[src/rtl/collision_player_objects_mc.sv]
// Player-vs-N-object collision detector.
// Registers at most one hit per frame, then holds off further hits for a
// frame-counted cooldown. Also reports which object hit, keeps a saturating
// hit count, and gives a snapshot of per-object overlaps from the previous
// frame.
module collision_player_objects_mc #(
    parameter int unsigned NUM_OBJ         = 8,
    parameter int unsigned IDX_W           = 3,
    parameter int unsigned COOLDOWN_FRAMES = 16,
    parameter int unsigned CD_W            = 5,
    parameter int unsigned CNT_W           = 8
) (
    input  logic               clk,
    input  logic               reset,
    input  logic               startOfFrame,
    input  logic               playerDrawingRequest,
    input  logic [NUM_OBJ-1:0] objDrawingRequest,
    input  logic [NUM_OBJ-1:0] objEnable,
    output logic               SingleHitPulse,
    output logic [IDX_W-1:0]   hitIndex,
    output logic [CNT_W-1:0]   hitCount,
    output logic               invulnerable,
    output logic [NUM_OBJ-1:0] frameHitMask
);

    // Value loaded into the cooldown counter when leaving LOCKED. When the
    // cooldown is zero frames, the counter is never used.
    localparam int unsigned CD_LOAD = (COOLDOWN_FRAMES > 0) ? COOLDOWN_FRAMES - 1 : 0;

    typedef enum logic [1:0] {
        ARMED    = 2'd0,
        LOCKED   = 2'd1,
        COOLDOWN = 2'd2
    } state_t;

    state_t             state;
    state_t             mid_state;
    state_t             state_next;
    logic [CD_W-1:0]    cd_cnt;
    logic [CD_W-1:0]    cd_next;
    logic [NUM_OBJ-1:0] ov;
    logic [NUM_OBJ-1:0] acc;
    logic               collision;
    logic               hit;
    logic [IDX_W-1:0]   low_idx;

    // Per-object overlap, qualified by the player pixel and the object enable.
    assign ov        = {NUM_OBJ{playerDrawingRequest}} & objDrawingRequest & objEnable;
    assign collision = |ov;

    // Find the lowest-index overlapping object. The loop scans downwards,
    // so the last match written is the lowest index.
    always_comb begin
        low_idx = '0;
        for (int i = NUM_OBJ - 1; i >= 0; i--) begin
            if (ov[i]) begin
                low_idx = IDX_W'(i);
            end
        end
    end

    // Step 1 handles the frame boundary; step 2 arms the hit from the
    // resulting state. This lets a collision on the frame-start cycle count
    // for the new frame.
    always_comb begin
        mid_state = state;
        cd_next   = cd_cnt;
        if (startOfFrame) begin
            case (state)
                LOCKED: begin
                    if (COOLDOWN_FRAMES == 0) begin
                        mid_state = ARMED;
                    end else begin
                        mid_state = COOLDOWN;
                        cd_next   = CD_W'(CD_LOAD);
                    end
                end
                COOLDOWN: begin
                    if (cd_cnt == '0) begin
                        mid_state = ARMED;
                    end else begin
                        cd_next = cd_cnt - CD_W'(1);
                    end
                end
                default: mid_state = state;
            endcase
        end
        hit        = (mid_state == ARMED) && collision;
        state_next = hit ? LOCKED : mid_state;
    end

    // State and cooldown counter register.
    always_ff @(posedge clk) begin
        if (reset) begin
            state  <= ARMED;
            cd_cnt <= '0;
        end else begin
            state  <= state_next;
            cd_cnt <= cd_next;
        end
    end

    // Registered outputs: hit pulse, hit record, invulnerability and overlap snapshot.
    always_ff @(posedge clk) begin
        if (reset) begin
            SingleHitPulse <= 1'b0;
            hitIndex       <= '0;
            hitCount       <= '0;
            invulnerable   <= 1'b0;
            frameHitMask   <= '0;
            acc            <= '0;
        end else begin
            SingleHitPulse <= hit;
            invulnerable   <= (state_next != ARMED);
            if (hit) begin
                hitIndex <= low_idx;
                if (hitCount != {CNT_W{1'b1}}) begin
                    hitCount <= hitCount + CNT_W'(1);
                end
            end
            if (startOfFrame) begin
                frameHitMask <= acc;
                acc          <= ov;
            end else begin
                acc <= acc | ov;
            end
        end
    end

endmodule

[config.mk]
export PLATFORM = sky130hd
export DESIGN_NAME = collision_player_objects_mc
export DESIGN_NICKNAME = d
export VERILOG_FILES = /design/src/rtl/collision_player_objects_mc.sv
export SDC_FILE = /design/constraint.sdc
export NUM_CORES = 1
export LEC_CHECK = 0
export BUFFER_PORTS_ARGS = -buffer_cell sky130_fd_sc_hd__buf_4
export CORE_MARGIN = 8
export CORE_UTILIZATION = 47
export DETAILED_ROUTE_END_ITERATION = 10
export PLACE_DENSITY = 0.82
export SLEW_MARGIN = 15
export SYNTH_ARGS = -nofsm -noshare
export SYNTH_HDL_FRONTEND = slang
export SYNTH_SLANG_ARGS = --single-unit
[constraint.sdc]
create_clock -name clk -period 2.5 [get_ports clk]
set_input_delay 0.375 -clock clk [delete_from_list [all_inputs] [get_ports clk]]
set_output_delay 0.375 -clock clk [all_outputs]
set_load 0.1 [all_outputs]
==> results.sh, run 1 <==
export IMPL_status="complete, no violations"
export IMPL_dpl_hpwl_um=2960
export IMPL_rr_endpoint="hitCount[5]"
export IMPL_place_congestion=0.796
export IMPL_cp_data_required_time_ns=2.77
export IMPL_instances_no_fill=291
export IMPL_grt_pass1_wl_um=6490
export IMPL_syn_instance_count=191
export IMPL_cp_start_kind="register"
export IMPL_max_slew_margin=0.593
export IMPL_async_flop_share=0
export IMPL_drive_above_1_share=0.331
export IMPL_synth_ff_type="dfxtp_1"
export IMPL_ff2ff_path_depth=8
export IMPL_slew_viol_final=0
export IMPL_ys_types=39
export IMPL_ios=41
export IMPL_first_iter_violations=96
export IMPL_crit_fanout=8
export IMPL_drc_errors=0
export IMPL_worstSetupPathType="register to register"
export IMPL_min_delay_path_class="input port to register"
export IMPL_p_clk_frac=0.264
export IMPL_core_area_sq_um=3360
export IMPL_hold_violations=0
export IMPL_ys_ff_latch=36
export IMPL_syn_nets=217
export IMPL_tightest_slew_ns=0.603
export IMPL_cap_viol_max_count=0
export IMPL_total_power_mw=1.24
export IMPL_routed_wl_um=3990
export IMPL_hold_start="objDrawingRequest[3]"
export IMPL_top_usage_layer="met2"
export IMPL_grt_usage=0.145
export IMPL_rows=21
export IMPL_p_leak_nw=0.955
export IMPL_holdPathEnd="acc[3]"
export IMPL_use_met1=0.180
export IMPL_finalSetupTns_ns=0
export IMPL_r2r_setup_slack_ns=0.04
export IMPL_fill_cells=303
export IMPL_first_global_vias=1483
export IMPL_p_int_mw=0.849
export IMPL_diodes=0
export IMPL_whs_path_depth=3
export IMPL_vias=1574
export IMPL_cts_tree="done"
export IMPL_root_buffer="clkbuf_4"
export IMPL_yosys_warnings=0
export IMPL_r2r_start="cd_cnt[0]"
export IMPL_die_area_sq_um=5690
export IMPL_first_pass_iters=4
export IMPL_cts_buffer_depth=2
export IMPL_grt_max_degree=37
export IMPL_finClkSkew_ns=0.00635
export IMPL_max_freq_mhz=407
export IMPL_antenna_found_initial=0
export IMPL_peakVddDrop_uv=338
export IMPL_cellPowerDensity_nw_per_um2=560
export IMPL_power_switching_mw=0.391
export IMPL_yosysSeqAreaShare=0.434
export IMPL_area_growth_synth_to_final_pct=33.4
export IMPL_swShare=0.315
export IMPL_cts_sinks=36
export IMPL_path_clk_slew_ns=0.11
export IMPL_power_frac_seq=0.496
export IMPL_synth_enable_flop_cells=0
export IMPL_detail_route_wl_per_cell_um=13.7
export IMPL_htreeDepth=2
export IMPL_nets=270
export IMPL_setup_viol=0
export IMPL_avgViaCountPerCell=5.41
export IMPL_met2_usage=0.231
export IMPL_mappedNetlistArea_sq_um=1660
export IMPL_worstPathArrival_ns=2.73
export IMPL_cts_buffers=5
export IMPL_fin_crit_sh=0.983
export IMPL_combPwrFrac=0.241
export IMPL_die_height_um=75.4
export IMPL_numPortBuffers=40
export IMPL_place_inst=280
export IMPL_avgSynthCellArea_sq_um=8.69
export IMPL_start_util=0.494
export IMPL_end_kind="register"
export IMPL_hold_ws_ns=0.323
export IMPL_drtAntennaViolNets=0
export IMPL_period_minus_slack_ns=2.46
export IMPL_gr_total_overflow=0
export IMPL_clock_latency_ns=0.33
export IMPL_met3_usage=0.0461
export IMPL_die_x_um=75.4
-- worst max-delay path, stage by stage (launching register included) --
cell and delay, ns:
dfxtp_2 0.34, inv_2 0.07, ha_4 0.11, or4b_4 0.45
and3_4 0.19, or4_4 0.58, buf_6 0.16, or3_1 0.36
a21oi_2 0.13
-- stage by stage --
| step | setup slack (ns) | utilization | instance area [sq um] |
|---|---|---|---|
| 2_1_floorplan | 0.0351 | - | 1660 |
| 3_3_place_gp | 0.0293 | 0.615 | 2070 |
| 3_5_place_dp | -0.0410 | 0.615 | 2070 |
| 4_1_cts | 0.00491 | 0.636 | 2140 |
| 5_1_grt | -0.0140 | 0.658 | 2210 |
| 6_report | 0.0416 | 0.658 | 2210 |
-- power groups by stage --
| stage | sequential [mW] | clock, mW | combinational, mW |
|---|---|---|---|
| final | 0.615 | 0.327 | 0.298 |
| after global routing | 0.618 | 0.360 | 0.322 |
| after CTS | 0.614 | 0.342 | 0.287 |
| after detailed placement | 0.627 | 0 | 0.282 |
| after global placement | 0.626 | 0 | 0.279 |
| after floorplan | 0.713 | 0 | 0.104 |
-- metal layers --
| layer | wire (um) | share of wire | vias to the layer above |
|---|---|---|---|
| li1 | - | - | 801 |
| met1 | 1840 | 0.46 | 722 |
| met2 | 1870 | 0.47 | 51 |
| met3 | 281 | 0.070 | 0 |
| met4 | 0 | 0 | 0 |
| met5 | 0 | 0 | - |
-- cell type report --
type                       instances  area [sq um]  share of cell area
timing repair buffer              55           420               0.190
clock buffer                       7          55.1              0.0249
clock inverter                     1          7.51             0.00339
tap                               46          57.6              0.0260
multi-input combinational        137           916               0.414
inverter                           9          33.8              0.0153
sequential                        36           724               0.327
-- cells in the mapped netlist (all sizes together), types with 4 or more instances --
master | instances | share of area
a2bb2oi | 5 | 0.026
nand3 | 8 | 0.024
inv | 9 | 0.020
o21ai | 6 | 0.018
mux2i | 9 | 0.054
or3 | 5 | 0.019
nand2 | 17 | 0.038
dfxtp | 36 | 0.43
a21oi | 13 | 0.039
clkbuf | 6 | 0.014
ha | 6 | 0.045
a22o | 4 | 0.021
nor2 | 26 | 0.059
-- worst max-delay path by stage --
stage | start | to | cells past startpoint
4_1_cts | state[0] | hitCount[4] | 8
3_3_place_gp | cd_cnt[0] | hitCount[4] | 8
3_5_place_dp | cd_cnt[0] | hitCount[4] | 8
5_1_grt | cd_cnt[0] | hitCount[5] | 8
6_report | cd_cnt[0] | hitCount[5] | 8
2_1_floorplan | cd_cnt[0] | hitCount[7] | 8
-- state kept, by name (all words and copies together) (netlist names) --
register and count:
hitIndex 3, acc 8, hitCount 8, cd_cnt 5, invulnerable 1, frameHitMask 8
state 2, SingleHitPulse 1
-- logic make-up (layout without fill, tap and decap cells) --
logic type                 count (synthesis)  after routing  share of synthesized area
and+or+nand+nor                           75             75                      0.219
AOI/OAI and AO/OA                         45             45                      0.190
DFF                                       36             36                      0.434
buffers and inverters                     18             72                     0.0437
muxes                                     11             11                     0.0678
adders and majority gates                  6              6                     0.0452
-- cell usage in the layout (no fill, tap or decap), types with 2 or more instances in the layout --
cell,n
nand4_1,2
a211oi_1,3
ha_1,5
inv_1,7
inv_2,2
a32oi_1,3
a2bb2oi_1,5
buf_4,53
nor3_1,3
mux2i_1,9
a31oi_1,2
nor2_1,26
nor2b_1,3
a21oi_1,9
nand2_1,17
nor4_1,2
clkbuf_4,5
dfxtp_2,3
o21ai_0,6
or4_4,2
dfxtp_1,33
or3_4,2
buf_6,2
or3_1,3
o31ai_1,2
a22o_1,4
mux2_2,2
a21oi_2,4
nand3_1,8
-- repair_timing --
action / 4_1_cts / 5_1_grt
setup buffers: 0 / 3
setup endpoints to repair: 4 / 5
endpoints found under the hold margin: 0 / 0
resized for setup: 2 / 16
hold buffers: 0 / 0
pin swaps: 1 / 9
Power figures use the tool's default switching activity.
==> run 2: changes to the inputs <==
--- a/config.mk
+++ b/config.mk
@@ -6,10 +6,9 @@
 export NUM_CORES = 1
 export LEC_CHECK = 0
 export BUFFER_PORTS_ARGS = -buffer_cell sky130_fd_sc_hd__buf_4
-export CORE_MARGIN = 8
-export CORE_UTILIZATION = 47
+export CORE_UTILIZATION = 50
 export DETAILED_ROUTE_END_ITERATION = 10
-export PLACE_DENSITY = 0.82
+export PLACE_DENSITY = 0.83
 export SLEW_MARGIN = 15
 export SYNTH_ARGS = -nofsm -noshare
 export SYNTH_HDL_FRONTEND = slang
==> constraint.sdc (replaced) <==
create_clock -name clk -period 2.4 [get_ports clk]
set_input_delay 0.36 -clock clk [delete_from_list [all_inputs] [get_ports clk]]
set_output_delay 0.36 -clock clk [all_outputs]
set_load 0.1 [all_outputs]
==> run 2 against run 1 <==
Against the previous run:
- utilization rose by 6.0 points
- flip-flop and latch count did not move
- hold slack got worse by 0.038 ns
- maximum frequency about the same
- clock power down 2%
- cell area rose by 0.68%
- die area fell by 38%
- sequential share of layout area fell by 0.28 points
- total power up 3.4%
- combinational power increased by 8.1%
- the run now ends with negative setup slack left
- register-to-register slack lost 0.098 ns
- critical path type unchanged
==> results.sh, run 2 (synthesized netlist as in run 1, its figures left out) <==
export IMPL_use_met1=0.303
export IMPL_layout_commonest_cell="buf_4"
export IMPL_p_leak_nw=0.982
export IMPL_cp_start_kind="register"
export IMPL_swShare=0.327
export IMPL_fill_cells=263
export IMPL_cp_data_required_time_ns=2.69
export IMPL_ff2ff_path_depth=8
export IMPL_slowest_stage="or4_4"
export IMPL_layout_common_cells="buf_4, dfxtp_1, nor2_1, nand2_1, a21oi_1"
export IMPL_drc_errors=0
export IMPL_min_delay_path_class="input port to register"
export IMPL_grt_pass1_wl_um=6460
export IMPL_cellPowerDensity_nw_per_um2=575
export IMPL_cts_buffer_depth=2
export IMPL_period_minus_slack_ns=2.46
export IMPL_hold_violations=0
export IMPL_whs_path_depth=3
export IMPL_gr_total_overflow=0
export IMPL_status="finished with violations"
export IMPL_grt_max_degree=37
export IMPL_met2_usage=0.396
export IMPL_crit_top_cell="or4_4"
export IMPL_fin_crit_sh=1.02
export IMPL_worstPathArrival_ns=2.74
export IMPL_instances_no_fill=294
export IMPL_avgViaCountPerCell=5.46
export IMPL_combPwrFrac=0.251
export IMPL_slowest_delay_ns=0.54
export IMPL_startpoint="cd_cnt[1]"
export IMPL_cts_sinks=36
export IMPL_first_global_vias=1488
export IMPL_core_area_sq_um=3100
export IMPL_cts_buffers=5
export IMPL_finalWorstSetupSlack_ns=-0.0565
export IMPL_max_slew_margin=0.547
export IMPL_power_frac_seq=0.498
export IMPL_htreeDepth=2
export IMPL_detail_route_wl_per_cell_um=13.3
export IMPL_timing_critical_path_buf_inv=2
export IMPL_peakVddDrop_uv=423
export IMPL_rr_endpoint="hitCount[7]"
export IMPL_end_kind="register"
export IMPL_nets=275
export IMPL_grt_usage=0.242
export IMPL_grt_setup_unrepaired="true"
export IMPL_place_congestion=0.851
export IMPL_drive_above_1_share=0.324
export IMPL_max_freq_mhz=407
export IMPL_numPortBuffers=40
export IMPL_diodes=0
export IMPL_cp_top_family="simple AND/OR/NAND/NOR gates"
export IMPL_critical_path_depth=8
export IMPL_tightest_slew_ns=0.670
export IMPL_cp_cell_sequence="inv_2, ha_4, or4b_4, and3_4, or4_4, buf_6, or4_4, a21oi_2"
export IMPL_cts_tree="done"
export IMPL_place_inst=284
export IMPL_area_growth_synth_to_final_pct=34.3
export IMPL_crit_fanout=7
export IMPL_vias=1605
export IMPL_power_switching_mw=0.419
export IMPL_r2r_setup_slack_ns=-0.06
export IMPL_rows=20
export IMPL_clock_latency_ns=0.34
export IMPL_top_usage_layer="met2"
export IMPL_ios=41
export IMPL_routed_wl_um=3920
export IMPL_violations="negative setup slack"
export IMPL_p_int_mw=0.863
export IMPL_reg_largest_list="acc: 8 flops, frameHitMask: 8 flops, hitCount: 8 flops"
export IMPL_p_clk_frac=0.250
export IMPL_met3_usage=0.0655
export IMPL_root_buffer="clkbuf_4"
export IMPL_drtAntennaViolNets=0
export IMPL_slew_viol_final=0
export IMPL_die_height_um=59.6
export IMPL_cap_viol_max_count=0
export IMPL_utilization=0.719
export IMPL_antenna_found_initial=0
export IMPL_setup_viol=2
export IMPL_dpl_hpwl_um=2730
export IMPL_die_area_sq_um=3560
export IMPL_die_x_um=59.6
export IMPL_first_iter_violations=56
export IMPL_finClkSkew_ns=0.0116
export IMPL_worstSetupEndpoint="hitCount[7]"
export IMPL_r2r_start="cd_cnt[1]"
export IMPL_first_pass_iters=4
export IMPL_path_clk_slew_ns=0.11
export IMPL_worstSetupPathType="register to register"
export IMPL_start_util=0.535
[run 2: cell types whose count changed in the layout (fill, tap and decap cells not counted), moves of 2 or more]
cell | before | now
a21oi_1 | 9 | 12
a21oi_2 | 4 | 1
buf_4 | 53 | 58
mux2_2 | 2 | 0
mux2_4 | 0 | 2
or3_1 | 3 | 5
or3_4 | 2 | 0
[run 2: routing by layer]
layer,wire length [um],vias up
met4,51,0
met3,217,7
li1,-,808
met2,1860,54
met5,0,-
met1,1790,736
[run 2: power groups by stage]
stage	logic, mW	registers [mW]	clock network [mW]
2_1_floorplan	0.111	0.743	0
4_1_cts	0.314	0.639	0.329
5_1_grt	0.344	0.643	0.353
3_3_place_gp	0.300	0.651	0
6_report	0.322	0.639	0.321
3_5_place_dp	0.304	0.652	0
[run 2: area by class of cell]
class                           instances  area, sq um  share of cell area
Clock inverter                          1         8.76             0.00393
Sequential cell                        36          723               0.324
Inverter                                9         33.8              0.0152
Multi-Input combinational cell        137          912               0.409
Tap cell                               44         55.1              0.0247
Timing Repair Buffer                   60          452               0.203
Clock buffer                            7         45.0              0.0202
[run 2: tightest hold or removal path: stages]
cell and delay, ns:
buf_4 0.09, a32oi_1 0.09, nor2_1 0.07
[run 2: per-stage QoR]
| stage | area [sq um] | setup TNS [ns] | hold WS, ns | setup WS (ns) | total power, mW |
|---|---|---|---|---|---|
| final | 2230 | -0.0706 | 0.286 | -0.0565 | 1.28 |
| after global routing | 2230 | -0.236 | 0.299 | -0.101 | 1.34 |
| after CTS | 2190 | -0.0826 | 0.278 | -0.0620 | 1.28 |
| after detailed placement | 2120 | -0.178 | 0.461 | -0.0746 | 0.955 |
| after global placement | 2120 | -0.000610 | 0.451 | -0.000610 | 0.951 |
| after floorplan | 1670 | 0 | 0.450 | 0.00493 | 0.854 |
[run 2: how the worst min path moves through the flow]
stage                         startpoint          end  slack [ns]
floorplan                         acc[2]       acc[2]        0.45
global placement             hitIndex[0]  hitIndex[0]        0.45
detailed placement           hitIndex[0]  hitIndex[0]        0.46
CTS                         objEnable[2]       acc[2]        0.28
global route        objDrawingRequest[3]       acc[3]        0.30
finish                      objEnable[2]       acc[2]        0.29
[run 2: timing repair]
action                                  in CTS  in global routing
cloned                                       1                  0
gates resized for setup                      6                  7
hold buffers                                 0                  0
pin swaps                                    4                 11
endpoints found under the setup margin       6                  8
buffers inserted                             0                  1
==> run 3: changes to the inputs <==
--- a/config.mk
+++ b/config.mk
@@ -8,7 +8,7 @@
 export BUFFER_PORTS_ARGS = -buffer_cell sky130_fd_sc_hd__buf_4
 export CORE_UTILIZATION = 50
 export DETAILED_ROUTE_END_ITERATION = 10
-export PLACE_DENSITY = 0.83
+export PLACE_DENSITY = 0.76
 export SLEW_MARGIN = 15
 export SYNTH_ARGS = -nofsm -noshare
 export SYNTH_HDL_FRONTEND = slang
==> run 3 against run 2 <==
Against the previous run:
- the run now ends clean
- cell area shrank 1.1%
- non-clock buffer count shrank 3
- global-route usage shrank 0.70 points
- setup slack gained 0.095 ns
- total power shrank 2.5%
- count of clock-buffer cells in the layout shrank 1
- cell count shrank 1.0%
- routed wire length shrank 1.6%
- sequential power is essentially flat
- die area is the same
- via count grew 0.56%
- clock power shrank 7.5%
==> results.sh, run 3 (synthesized netlist as in run 1, its figures left out) <==
export IMPL_worstSetupPathType="register to register"
export IMPL_fill_cells=270
export IMPL_cp_start_kind="register"
export IMPL_max_slew_margin=0.637
export IMPL_fin_crit_sh=0.984
export IMPL_hold_start="objDrawingRequest[3]"
export IMPL_whs_path_depth=3
export IMPL_startpoint="cd_cnt[0]"
export IMPL_r2r_start="cd_cnt[0]"
export IMPL_routed_wl_um=3860
export IMPL_layout_common_cells="buf_4, dfxtp_1, nor2_1, nand2_1, a21oi_1"
export IMPL_cts_buffers=5
export IMPL_dpl_hpwl_um=2770
export IMPL_min_delay_path_class="input port to register"
export IMPL_setup_viol=0
export IMPL_place_congestion=0.826
export IMPL_die_x_um=59.6
export IMPL_finClkSkew_ns=0.00701
export IMPL_grt_usage=0.235
export IMPL_cp_data_required_time_ns=2.67
export IMPL_max_freq_mhz=423
export IMPL_cap_viol_max_count=0
export IMPL_cts_buffer_depth=2
export IMPL_hold_ws_ns=0.305
export IMPL_ff2ff_path_depth=7
export IMPL_hold_violations=0
export IMPL_area_growth_synth_to_final_pct=32.9
export IMPL_detail_route_wl_per_cell_um=13.3
export IMPL_timing_critical_path_buf_inv=1
export IMPL_start_util=0.535
export IMPL_antenna_found_initial=0
export IMPL_p_leak_nw=0.960
export IMPL_slew_viol_final=0
export IMPL_first_pass_iters=4
export IMPL_nets=273
export IMPL_die_height_um=59.6
export IMPL_layout_commonest_cell="buf_4"
export IMPL_first_global_vias=1429
export IMPL_diodes=0
export IMPL_die_area_sq_um=3560
export IMPL_ios=41
export IMPL_vias=1614
export IMPL_slowest_delay_ns=0.56
export IMPL_cp_top_family="simple AND/OR/NAND/NOR gates"
export IMPL_cts_hold_buf=0
export IMPL_gr_total_overflow=0
export IMPL_cts_setup_buffers=0
export IMPL_tightest_slew_ns=0.539
export IMPL_crit_fanout=6
export IMPL_worstPathArrival_ns=2.63
export IMPL_first_iter_violations=41
export IMPL_path_clk_slew_ns=0.10
export IMPL_numPortBuffers=40
export IMPL_slowest_stage="or4_4"
export IMPL_grt_max_degree=37
export IMPL_cp_cell_sequence="inv_2, ha_1, or4b_4, and3_4, or4_4, or4_4, a21oi_2"
export IMPL_drtAntennaViolNets=0
export IMPL_htreeDepth=2
export IMPL_root_buffer="clkbuf_4"
export IMPL_crit_top_cell="or4_4"
export IMPL_rows=20
export IMPL_end_kind="register"
export IMPL_reg_largest_list="acc: 8 flops, frameHitMask: 8 flops, hitCount: 8 flops"
export IMPL_cellPowerDensity_nw_per_um2=567
export IMPL_period_minus_slack_ns=2.36
export IMPL_drc_errors=0
export IMPL_grt_pass1_wl_um=6200
export IMPL_status="complete, no violations"
export IMPL_peakVddDrop_uv=337
export IMPL_avgViaCountPerCell=5.55
export IMPL_clock_latency_ns=0.34
export IMPL_drive_above_1_share=0.320
export IMPL_core_area_sq_um=3100
export IMPL_cts_sinks=36
export IMPL_cts_tree="done"
export IMPL_critical_path_depth=7
export IMPL_grt_setup_unrepaired="true"
export IMPL_total_power_mw=1.25
run 3: repair_timing:
item,CTS,global route
resized for setup,3,8
setup endpoints to repair,9,6
pin swaps,1,1
cloned,0,1
run 3: layer usage:
| metal | share of wire | up-vias | GRT usage | routed length [um] |
|---|---|---|---|---|
| li1 | - | 810 | - | - |
| met1 | 0.46 | 751 | 0.295 | 1770 |
| met2 | 0.48 | 47 | 0.384 | 1860 |
| met3 | 0.047 | 6 | 0.0590 | 180 |
| met4 | 0.011 | 0 | 0.0997 | 43 |
| met5 | 0 | - | 0 | 0 |
run 3: where the power goes:
| group | internal [mW] | switching [mW] |
|---|---|---|
| Combinational | 0.120 | 0.195 |
| Sequential | 0.623 | 0.0159 |
| Clock | 0.108 | 0.189 |
run 3: final cells by class:
class | instances | area [sq um] | area share
timing repair buffer | 57 | 428 | 0.194
multi-input combinational | 138 | 920 | 0.417
inverter | 9 | 33.8 | 0.0153
sequential | 36 | 723 | 0.328
clock buffer | 6 | 41.3 | 0.0187
tap | 44 | 55.1 | 0.0250
clock inverter | 1 | 5.00 | 0.00227
run 3: through the flow:
| step | instances | util | worst slack (ns) | TNS [ns] | instance area, sq um |
|---|---|---|---|---|---|
| floorplan | 191 | - | 0.00493 | 0 | 1670 |
| global placement | 283 | 0.679 | -0.0609 | -0.165 | 2110 |
| detailed placement | 283 | 0.679 | -0.184 | -0.654 | 2110 |
| CTS | 290 | 0.698 | 0.0307 | 0 | 2170 |
| global route | 291 | 0.711 | -0.0274 | -0.0443 | 2210 |
| finish | 291 | 0.711 | 0.0380 | 0 | 2210 |
run 3: worst reg2reg max path: cells and delay by family, from the launching register on:
kind / cells / cell delay (ns)
and+or+nand+nor: 4 / 1.64
DFF: 1 / 0.34
AOI/OAI and AO/OA: 1 / 0.13
adders and majority gates: 1 / 0.12
buffers and inverters: 1 / 0.05
run 3: worst paths after layout:
check                                   end  slack [ns]
worst max-delay path            hitCount[7]        0.04
worst min-delay path                 acc[3]        0.31
worst max register to register  hitCount[7]        0.04
worst min register to register  hitIndex[1]        0.46
